===== src/rtl/adder_err_pkg.sv =====
// adder_err_pkg: FSM states and width derivations shared by adder_error_monitor and its error stage
package adder_err_pkg;
    typedef enum logic [1:0] {ACCUM, DRAIN, REPORT} state_t;
    function automatic int err_w(input int width);
        return width + 2;
    endfunction
    function automatic int abs_w(input int width);
        return width + 1;
    endfunction
    function automatic int sq_w(input int width);
        return 2 * width + 2;
    endfunction
    function automatic int acc_w(input int width, input int samples_log2);
        return 2 * width + 2 + samples_log2;
    endfunction
endpackage


===== src/rtl/adder_error_monitor_if.sv =====
// adder_error_monitor_if: sample input stream and window report stream of the adder error monitor
interface adder_error_monitor_if
    import adder_err_pkg::*;
#(
    parameter int WIDTH = 8,
    parameter int SAMPLES_LOG2 = 8
);
    logic in_valid;
    logic in_ready;
    logic [WIDTH-1:0] in_a;
    logic [WIDTH-1:0] in_b;
    logic [WIDTH:0] approx_sum;
    logic out_valid;
    logic out_ready;
    logic [SAMPLES_LOG2:0] err_count;
    logic [acc_w(WIDTH, SAMPLES_LOG2)-1:0] sq_err_sum;
    logic [WIDTH:0] max_abs_err;
    modport master (
        output in_valid, in_a, in_b, approx_sum, out_ready,
        input in_ready, out_valid, err_count, sq_err_sum, max_abs_err
    );
    modport slave (
        input in_valid, in_a, in_b, approx_sum, out_ready,
        output in_ready, out_valid, err_count, sq_err_sum, max_abs_err
    );
endinterface


===== src/rtl/err_calc_stage.sv =====
// err_calc_stage: combinational exact sum, signed error, square and magnitude of one adder sample
// abs_err port exists only when ADDER_ERR_MAX_TRACK_EN is defined
module err_calc_stage
    import adder_err_pkg::*;
#(
    parameter int WIDTH = 8
) (
    input logic [WIDTH-1:0] a,
    input logic [WIDTH-1:0] b,
    input logic [WIDTH:0] approx,
    output logic signed [err_w(WIDTH)-1:0] err,
    output logic [sq_w(WIDTH)-1:0] sq
`ifdef ADDER_ERR_MAX_TRACK_EN
    , output logic [abs_w(WIDTH)-1:0] abs_err
`endif
);
    localparam int EW = err_w(WIDTH);
    localparam int AW = abs_w(WIDTH);
    localparam int SW = sq_w(WIDTH);
    logic [WIDTH:0] exact;
    logic [AW-1:0] mag;
    assign exact = {1'b0, a} + {1'b0, b};
    assign err = $signed({1'b0, approx}) - $signed({1'b0, exact});
    // |err| < 2^(WIDTH+1), so the magnitude always fits AW bits
    assign mag = AW'(err[EW-1] ? -err : err);
    assign sq = SW'(mag) * SW'(mag);
`ifdef ADDER_ERR_MAX_TRACK_EN
    assign abs_err = mag;
`endif
endmodule


===== src/rtl/adder_error_monitor.sv =====
// adder_error_monitor: accumulates error count, squared error and max |error| of an approximate adder per window
// Define ADDER_ERR_MAX_TRACK_EN to track max_abs_err; otherwise it reads constant 0
module adder_error_monitor
    import adder_err_pkg::*;
#(
    parameter int WIDTH = 8,
    parameter int SAMPLES_LOG2 = 8
) (
    input logic clk,
    input logic rst,
    adder_error_monitor_if.slave bus
);
    localparam int EW = err_w(WIDTH);
    localparam int SW = sq_w(WIDTH);
    localparam int QW = acc_w(WIDTH, SAMPLES_LOG2);
    localparam int CW = SAMPLES_LOG2 + 1;
    localparam logic [CW-1:0] WINDOW = CW'(1) << SAMPLES_LOG2;
    state_t state, state_n;
    logic [CW-1:0] cnt;
    logic accept;
    logic clear;
    logic s1_valid;
    logic signed [EW-1:0] calc_err, s1_err;
    logic [SW-1:0] calc_sq, s1_sq;
    logic [CW-1:0] err_cnt;
    logic [QW-1:0] sq_acc;
`ifdef ADDER_ERR_MAX_TRACK_EN
    logic [WIDTH:0] calc_abs, s1_abs, max_acc;
`endif
    err_calc_stage #(.WIDTH(WIDTH)) u_calc (
        .a(bus.in_a),
        .b(bus.in_b),
        .approx(bus.approx_sum),
        .err(calc_err),
        .sq(calc_sq)
`ifdef ADDER_ERR_MAX_TRACK_EN
        , .abs_err(calc_abs)
`endif
    );
    assign bus.in_ready = state == ACCUM && cnt < WINDOW;
    assign bus.out_valid = state == REPORT;
    assign accept = bus.in_valid && bus.in_ready;
    assign clear = state == REPORT && bus.out_ready;
    always_ff @(posedge clk) begin
        state <= rst ? ACCUM : state_n;
    end
    // DRAIN waits until the last sample has left stage 1 and landed in the accumulators
    always_comb begin
        state_n = state;
        state_n = state == ACCUM ? (accept && cnt == WINDOW - 1'b1 ? DRAIN : ACCUM)
                : state == DRAIN ? (s1_valid ? DRAIN : REPORT)
                : (bus.out_ready ? ACCUM : REPORT);
    end
    always_ff @(posedge clk) begin
        if (rst) begin
            cnt <= '0;
            s1_valid <= 1'b0;
            s1_err <= '0;
            s1_sq <= '0;
            err_cnt <= '0;
            sq_acc <= '0;
        end else if (clear) begin
            cnt <= '0;
            err_cnt <= '0;
            sq_acc <= '0;
        end else begin
            s1_valid <= accept;
            if (accept) begin
                cnt <= cnt + 1'b1;
                s1_err <= calc_err;
                s1_sq <= calc_sq;
            end
            if (s1_valid) begin
                err_cnt <= err_cnt + CW'(s1_err != '0);
                sq_acc <= sq_acc + QW'(s1_sq);
            end
        end
    end
    assign bus.err_count = bus.out_valid ? err_cnt : '0;
    assign bus.sq_err_sum = bus.out_valid ? sq_acc : '0;
`ifdef ADDER_ERR_MAX_TRACK_EN
    always_ff @(posedge clk) begin
        if (rst) begin
            s1_abs <= '0;
            max_acc <= '0;
        end else if (clear) begin
            max_acc <= '0;
        end else begin
            if (accept) s1_abs <= calc_abs;
            if (s1_valid && s1_abs > max_acc) max_acc <= s1_abs;
        end
    end
    assign bus.max_abs_err = bus.out_valid ? max_acc : '0;
`else
    assign bus.max_abs_err = '0;
`endif
endmodule

===== src/flat_wrapper.sv =====
// flat-port wrapper written by rule: the top's interface ports become plain ports
module adder_error_monitor_flat import adder_err_pkg::*;
#(
    parameter int WIDTH = 8,
    parameter int SAMPLES_LOG2 = 8
)
  (clk, rst, bus_in_valid, bus_in_a, bus_in_b, bus_approx_sum, bus_out_ready, bus_in_ready, bus_out_valid, bus_err_count, bus_sq_err_sum, bus_max_abs_err);
  adder_error_monitor_if #(.WIDTH(WIDTH), .SAMPLES_LOG2(SAMPLES_LOG2)) bus_i ();
  input logic clk;
  input logic rst;
  input wire logic [$bits(bus_i.in_valid)-1:0] bus_in_valid;
  input wire logic [$bits(bus_i.in_a)-1:0] bus_in_a;
  input wire logic [$bits(bus_i.in_b)-1:0] bus_in_b;
  input wire logic [$bits(bus_i.approx_sum)-1:0] bus_approx_sum;
  input wire logic [$bits(bus_i.out_ready)-1:0] bus_out_ready;
  output wire logic [$bits(bus_i.in_ready)-1:0] bus_in_ready;
  output wire logic [$bits(bus_i.out_valid)-1:0] bus_out_valid;
  output wire logic [$bits(bus_i.err_count)-1:0] bus_err_count;
  output wire logic [$bits(bus_i.sq_err_sum)-1:0] bus_sq_err_sum;
  output wire logic [$bits(bus_i.max_abs_err)-1:0] bus_max_abs_err;
  assign bus_i.in_valid = bus_in_valid;
  assign bus_i.in_a = bus_in_a;
  assign bus_i.in_b = bus_in_b;
  assign bus_i.approx_sum = bus_approx_sum;
  assign bus_i.out_ready = bus_out_ready;
  assign bus_in_ready = bus_i.in_ready;
  assign bus_out_valid = bus_i.out_valid;
  assign bus_err_count = bus_i.err_count;
  assign bus_sq_err_sum = bus_i.sq_err_sum;
  assign bus_max_abs_err = bus_i.max_abs_err;
  adder_error_monitor #(.WIDTH(WIDTH), .SAMPLES_LOG2(SAMPLES_LOG2)) u_core (.clk(clk), .rst(rst), .bus(bus_i));
endmodule

===== config.mk =====
export PLATFORM = sky130hd
export DESIGN_NAME = adder_error_monitor_flat
export DESIGN_NICKNAME = d
export VERILOG_FILES = /design/src/rtl/adder_err_pkg.sv /design/src/rtl/adder_error_monitor_if.sv /design/src/rtl/err_calc_stage.sv /design/src/rtl/adder_error_monitor.sv /design/src/flat_wrapper.sv
export SDC_FILE = /design/constraint.sdc
export NUM_CORES = 1
export LEC_CHECK = 0
export CORE_AREA = 2 2 169 171
export CTS_CLUSTER_DIAMETER = 200
export DETAILED_ROUTE_END_ITERATION = 16
export DIE_AREA = 0 0 171 173
export HOLD_SLACK_MARGIN = 0.15
export PLACE_DENSITY = 0.48
export SYNTH_ARGS = -nofsm -noshare
export SYNTH_HDL_FRONTEND = slang
export SYNTH_SLANG_ARGS = --single-unit

===== constraint.sdc =====
create_clock -name clk -period 11.7 [get_ports clk]
set_input_delay 2.925 -clock clk [delete_from_list [all_inputs] [get_ports clk]]
set_output_delay 2.925 -clock clk [all_outputs]
set_load 0.02 [all_outputs]

* Word level (Yosys, flattened, before mapping)
Cells that the tools add are included.
** Cells by class
- $add $sub $neg :: 6
- $mul :: 1
- Magnitude comparators :: 1
- Equality and inequality tests :: 3
- Muxes and demuxes :: 8
- Bitwise gates (word level) :: 1
- Reduce and logical (&&, ||, !) cells :: 8
** Operators with widths (number)
- $add A26 B18 Y26 :: 1
- $mux W26 :: 1
- $mul A9 B9 Y18 :: 1
- $mux W9 :: 2
- $reduce_bool A10 Y1 :: 1
- $sub A9 B9 Y10 :: 1
- $add A8 B8 Y9 :: 1
- $add A9 B1 Y9 :: 1
- $add A9 B1 Y9 const B :: 1
- $eq A9 B8 Y1 const B :: 1
- $lt A9 B9 Y1 const B :: 1
- $neg A9 Y9 :: 1
- $mux W2 :: 4
- $logic_and A1 B1 Y1 :: 4
- $eq A2 B1 Y1 const B :: 1
- $eq A2 B2 Y1 const B :: 1
- $logic_not A2 Y1 :: 1
- $reduce_and A2 Y1 :: 1
- $reduce_or A2 Y1 :: 1
- $mux W1 :: 1
- $not A1 Y1 :: 1
** Storage, ports and cells
- Bits in registers :: 75
- Input bits :: 29
- Output and inout port bits :: 46
- Word-level logic and storage cells :: 35

* Logic depth before layout (Yosys ltp)
Gate-level depths: netlist (run 1).
- Word-level depth :: 6
- Gate-level depth with buffers :: 31
- Gate-level depth less buffers :: 31

* Hierarchy
Synthesis (run 1) repeated with hierarchy kept, for this count alone.
** Unflattened totals
- Cells, all modules :: 866
- Area, all modules :: 7030.5 sq um
** Modules (own cells, without submodules)
- adder_error_monitor :: instances 1, cells each 511, area an instance 4043.9 sq um, sequential area each 1501.4 sq um
- err_calc_stage :: instances 1, cells each 355, area an instance 2986.6 sq um, sequential area each 0.0 sq um

* Worst setup path before layout (run 1)
No wires, ideal clock.
- Path kind :: input port to flip-flop
- Start :: input port bus_in_b[0]
- End :: register u_core.s1_sq[16]
- Setup time :: 138 ps
- Arrival :: 9327 ps
- Required time :: 11562 ps
- Setup slack :: 2236 ps
- Cell stages on the path :: 29
- Buffers on the path :: 1
- Cells stage by stage :: inv_1 > fa_1 > ha_1 > nor2_1 > fa_1 > nand2b_1 > a21oi_1 > xor2_1 > a2111oi_1 > or3_1 > and2_1 > buf_6 > nor2_1 > inv_1 > fa_1 > inv_1 > fa_1 > inv_1 > fa_1 > fa_1 > inv_1 > ha_1 > o21ai_0 > a21boi_0 > o21ai_0 > a21oi_1 > a2111oi_0 > or2_2 > o221ai_1
** On the way
- Word-level cells in the longest chain between the ends :: 5
** RTL lines
- start: declaration :: RTL line flat_wrapper.sv:13 : input wire logic [$bits(bus_i.in_b)-1:0] bus_in_b;
- $add A8 B8 Y9 * :: RTL line err_calc_stage.sv:22 : assign exact = {1'b0, a} + {1'b0, b};
- $sub A9 B9 Y10 * :: RTL line err_calc_stage.sv:23 : assign err = $signed({1'b0, approx}) - $signed({1'b0, exact});
- $neg A9 Y9 :: RTL line err_calc_stage.sv:25 : assign mag = AW'(err[EW-1] ? -err : err);
- $mux W9 * :: RTL line err_calc_stage.sv:25
- $mul A9 B9 Y18 * :: RTL line err_calc_stage.sv:26 : assign sq = SW'(mag) * SW'(mag);
- end signal: assignment :: RTL line adder_error_monitor.sv:71 : s1_sq <= calc_sq;
- end: declaration :: RTL line adder_error_monitor.sv:24 : logic [SW-1:0] calc_sq, s1_sq;
Every way passes the cells marked *; elsewhere a longest branch is shown, timed or not.
A chain may end at the register's enable or synchronous reset.

* Final worst setup path (run 1)
Ends and elaborated chain as after synthesis.

==> metrics.txt, run 1 <==
result of the run=finished clean; DP Wirelength=12.3 mm; initial drt markers=211; crit start category=primary input; post-synthesis async set-or-reset flop share=0; GPL Wtd Cong=between 0.7 and 0.8; Worst Hold Endpoint=u_core.s1_sq[12]; I/O pins=75; Worst R2R Setup Slack=approximately 8.6 ns; TNS Setup=0 ns; I/O Buffers=65; CTS root buffer=clkbuf_16; diode count=0; hold depth=2; RSZ-0062 raised after global routing=no; Post-Syn Area=about 0.007 mm²; Seq/Total Area, Yosys=0.214; post-synth cell types=a little under 70; Worst Path Arrival=approximately 11 ns; DRC violation count after routing=0; worst r2r dst=u_core.sq_acc[18]; Max Freq=around 0.095 GHz; global-route wire length before repair=between 20 and 30 mm; clock skew=0.0132 ns; CP max FO=5; R2R depth=10; Rows=61; mux contribution to synthesized area=0.0293; Max Cap Viol=0; Layout fillers=a little over 3000; Vias/cell=4.42; antenna-violating nets left=0; area grow syn2layout=20.2%; via count of the first global-routing pass=between 5000 and 6000; Clock Path Buffers=2; Die Height=roughly 170 µm; Sinks on Clock Net=73; CTS resizes=0; fin. max-slew vios=0; syn avg cell area=slightly above 8 µm²; Worst Path Required=11.90 ns; DRT Wirelength=15.6 mm; CTS tree=done; Setup Fix Bufs, Post-CTS=0; largest net degree at the start of global routing=39; initial antenna violation count=0; Post-synth EDFFs=0; Initial Util=0.248; worst r2r src=u_core.s1_sq[0]; Slew Limit Headroom=0.430; Crit. End Element=flip-flop; Yosys warning count=0; share of layout cells above drive strength 1=0.0536; DIE AREA=between 0.02 and 0.03 mm²; Synth Flop Type=dfxtp_1; slew at the pin closest to its max-slew limit=roughly 0.85 ns; CTS Buf Count=9; total iterations of the first detailed-routing run=4; wire length per cell=roughly 12 µm; synthesized flop and latch total=between 70 and 80; clk slew on worst S/H paths=roughly 0.060 ns; Hold Startpoint=u_core.s1_sq[12]; area of the core=0.0276 mm²; Final Cycle Share=0.904; post-synthesis adder-cell area fraction=0.248; global-route usage over all layers=0.109; xor/xnor cell area share of the yosys netlist=0.0613; Synth Area in Compound Gates=0.154; origin of the worst setup path=bus_in_b[0]; Hold-fix buffers, CTS=0; Hold Path Class=reg -> reg; main combinational cell family by area after synthesis=adder cells; simple-gate share of the synthesized area=0.217; DIE WIDTH=171 µm; Setup violations, final=0; Final Hold Fails=0; Syn Inst Count=between 800 and 900; Vias=about 5600; grt ovf=0; Multi-input gate area=0.00489 mm²; Final Critical Period=10.58 ns; Reg area=0.00146 mm²; H-Tree Depth=3; worst skew pair latency=around 0.34 ns; nets=a little over 1000; Setup CP Type=in -> reg
cell usage after synthesis (3+ instances only):
library cell | number | area (µm²)
nor2_1 | 99 | 372
inv_1 | 91 | 342
dfxtp_1 | 73 | 1460
ha_1 | 67 | 838
nand2_1 | 66 | 248
a21oi_1 | 43 | 215
fa_1 | 43 | 861
and2_1 | 40 | 250
o21ai_0 | 28 | 140
xnor2_1 | 25 | 219
clkbuf_1 | 22 | 82.6
xor2_1 | 21 | 184
mux2i_1 | 20 | 200
a21o_1 | 14 | 105
nand2b_1 | 14 | 87.6
nor3_1 | 13 | 65.1
nand3_1 | 12 | 60.1
or3_1 | 11 | 68.8
a211oi_1 | 9 | 67.6
buf_4 | 9 | 67.6
nand4_1 | 8 | 50.1
o21a_1 | 7 | 52.6
or2_2 | 7 | 43.8
and3_1 | 6 | 37.5
nand3b_1 | 6 | 45.0
nor4_1 | 6 | 37.5
nor2b_1 | 5 | 31.3
a21boi_0 | 4 | 30.0
nor3b_1 | 4 | 30.0
a31oi_1 | 3 | 18.8
buf_1 | 3 | 11.3
o211ai_1 | 3 | 22.5
o21ai_1 | 3 | 15.0
o21bai_1 | 3 | 22.5
o31a_1 | 3 | 26.3
layer usage:
layer / vias to the layer above / part of all wire / track usage / wire [µm]
li1: 2906 / - / - / -
met1: 2647 / 0.49 / 0.142 / 7550
met2: 65 / 0.48 / 0.187 / 7490
met3: 13 / 0.019 / 0.0156 / 293
met4: 0 / 0.014 / 0.0300 / 214
met5: - / 0 / 0 / 0
sequential cells by signal, indices dropped and copies added (netlist names):
| register | flops |
|---|---|
| u_core.cnt | 9 |
| u_core.s1_valid | 1 |
| u_core.s1_sq | 17 |
| u_core.sq_acc | 26 |
| u_core.state | 2 |
| u_core.s1_err | 9 |
| u_core.err_cnt | 9 |
worst max-delay path by stage:
| stage | slack (ns) | to |
|---|---|---|
| floorplan | 2.24 | u_core.s1_sq[16] |
| global placement | 0.87 | u_core.s1_sq[16] |
| detailed placement | 0.86 | u_core.s1_sq[16] |
| CTS | 1.19 | u_core.s1_sq[16] |
| global route | 0.61 | u_core.s1_sq[16] |
| finish | 1.12 | u_core.s1_sq[16] |
cell usage in the layout, fill, tap and decap left out, types with 5 or more instances in the layout:
master | netlist | layout
o21ai_0 | 28 | 28
nor2b_1 | 5 | 5
nor3_1 | 13 | 13
mux2i_1 | 20 | 20
a21o_1 | 14 | 14
nand4_1 | 8 | 8
or3_1 | 11 | 11
ha_1 | 67 | 67
or2_2 | 7 | 7
clkbuf_16 | 0 | 9
nand3_1 | 12 | 12
and3_1 | 6 | 6
conb_1 | 1 | 9
fa_1 | 43 | 43
xnor2_1 | 25 | 25
xor2_1 | 21 | 21
a21oi_1 | 43 | 43
buf_4 | 9 | 9
nand2b_1 | 14 | 14
nand2_1 | 66 | 66
nor2_1 | 99 | 98
dfxtp_1 | 73 | 73
nor4_1 | 6 | 6
a211oi_1 | 9 | 9
clkdlybuf4s50_1 | 0 | 65
nand3b_1 | 6 | 6
o21a_1 | 7 | 7
inv_1 | 91 | 91
and2_1 | 40 | 40
stage by stage:
step / utilization / instances / cell area, µm² / hold slack (ns) / setup slack (ns)
2_1_floorplan: - / 841 / 6870 / 0.436 / 2.24
3_3_place_gp: 0.286 / 1258 / 7890 / 0.445 / 0.875
3_5_place_dp: 0.286 / 1258 / 7890 / 0.451 / 0.856
4_1_cts: 0.298 / 1274 / 8220 / 0.459 / 1.19
5_1_grt: 0.298 / 1274 / 8220 / 0.481 / 0.606
6_report: 0.298 / 1274 / 8220 / 0.456 / 1.12
kinds of logic after synthesis:
family	count (synthesis)
buffers and inverters	127
other	1
DFF	73
adders and majority gates	110
and+or+nand+nor	303
xor gates and xnor gates	47
muxes	20
AOI/OAI and AO/OA	152
worst max-delay path, cell delays in order:
cell	delay, ns
clkdlybuf4s50_1	0.45
inv_1	0.05
fa_1	0.52
ha_1	0.20
nor2_1	0.07
fa_1	0.38
nand2b_1	0.17
a21oi_1	0.25
nor4_1	0.08
nor3_1	0.64
o41ai_4	0.14
xnor2_1	0.51
nand2b_1	0.19
fa_1	0.61
inv_1	0.08
fa_1	0.50
inv_1	0.06
fa_1	0.47
fa_1	0.54
inv_1	0.04
ha_1	0.32
o21ai_0	0.13
a21boi_0	0.18
o21ai_0	0.31
a21oi_1	0.15
a2111oi_0	0.49
or2_2	0.20
o221ai_1	0.09
layout make-up:
class                           count  share of cell area
Clock buffer                        9              0.0274
Clock inverter                      7              0.0126
Inverter                           92              0.0423
Timing Repair Buffer               74              0.0874
Sequential cell                    73               0.178
Multi-Input combinational cell    641               0.595
Tap cell                          378              0.0575
Power of run 1 is not shown: default switching activity piles up to over one toggle a cycle in this logic, so the estimate is an artifact.
==> inputs of run 2 (changes only) <==
--- a/config.mk
+++ b/config.mk
@@ -11,6 +11,7 @@
 export DIE_AREA = 0 0 171 173
 export HOLD_SLACK_MARGIN = 0.15
 export PLACE_DENSITY = 0.48
+export SKIP_CTS_REPAIR_TIMING = 1
 export SYNTH_ARGS = -nofsm -noshare
 export SYNTH_HDL_FRONTEND = slang
 export SYNTH_SLANG_ARGS = --single-unit
==> results of run 2 <==
The final DEF is identical to that of run 1; final timing and power are the same.
Power of run 2 is left out for the same reason.
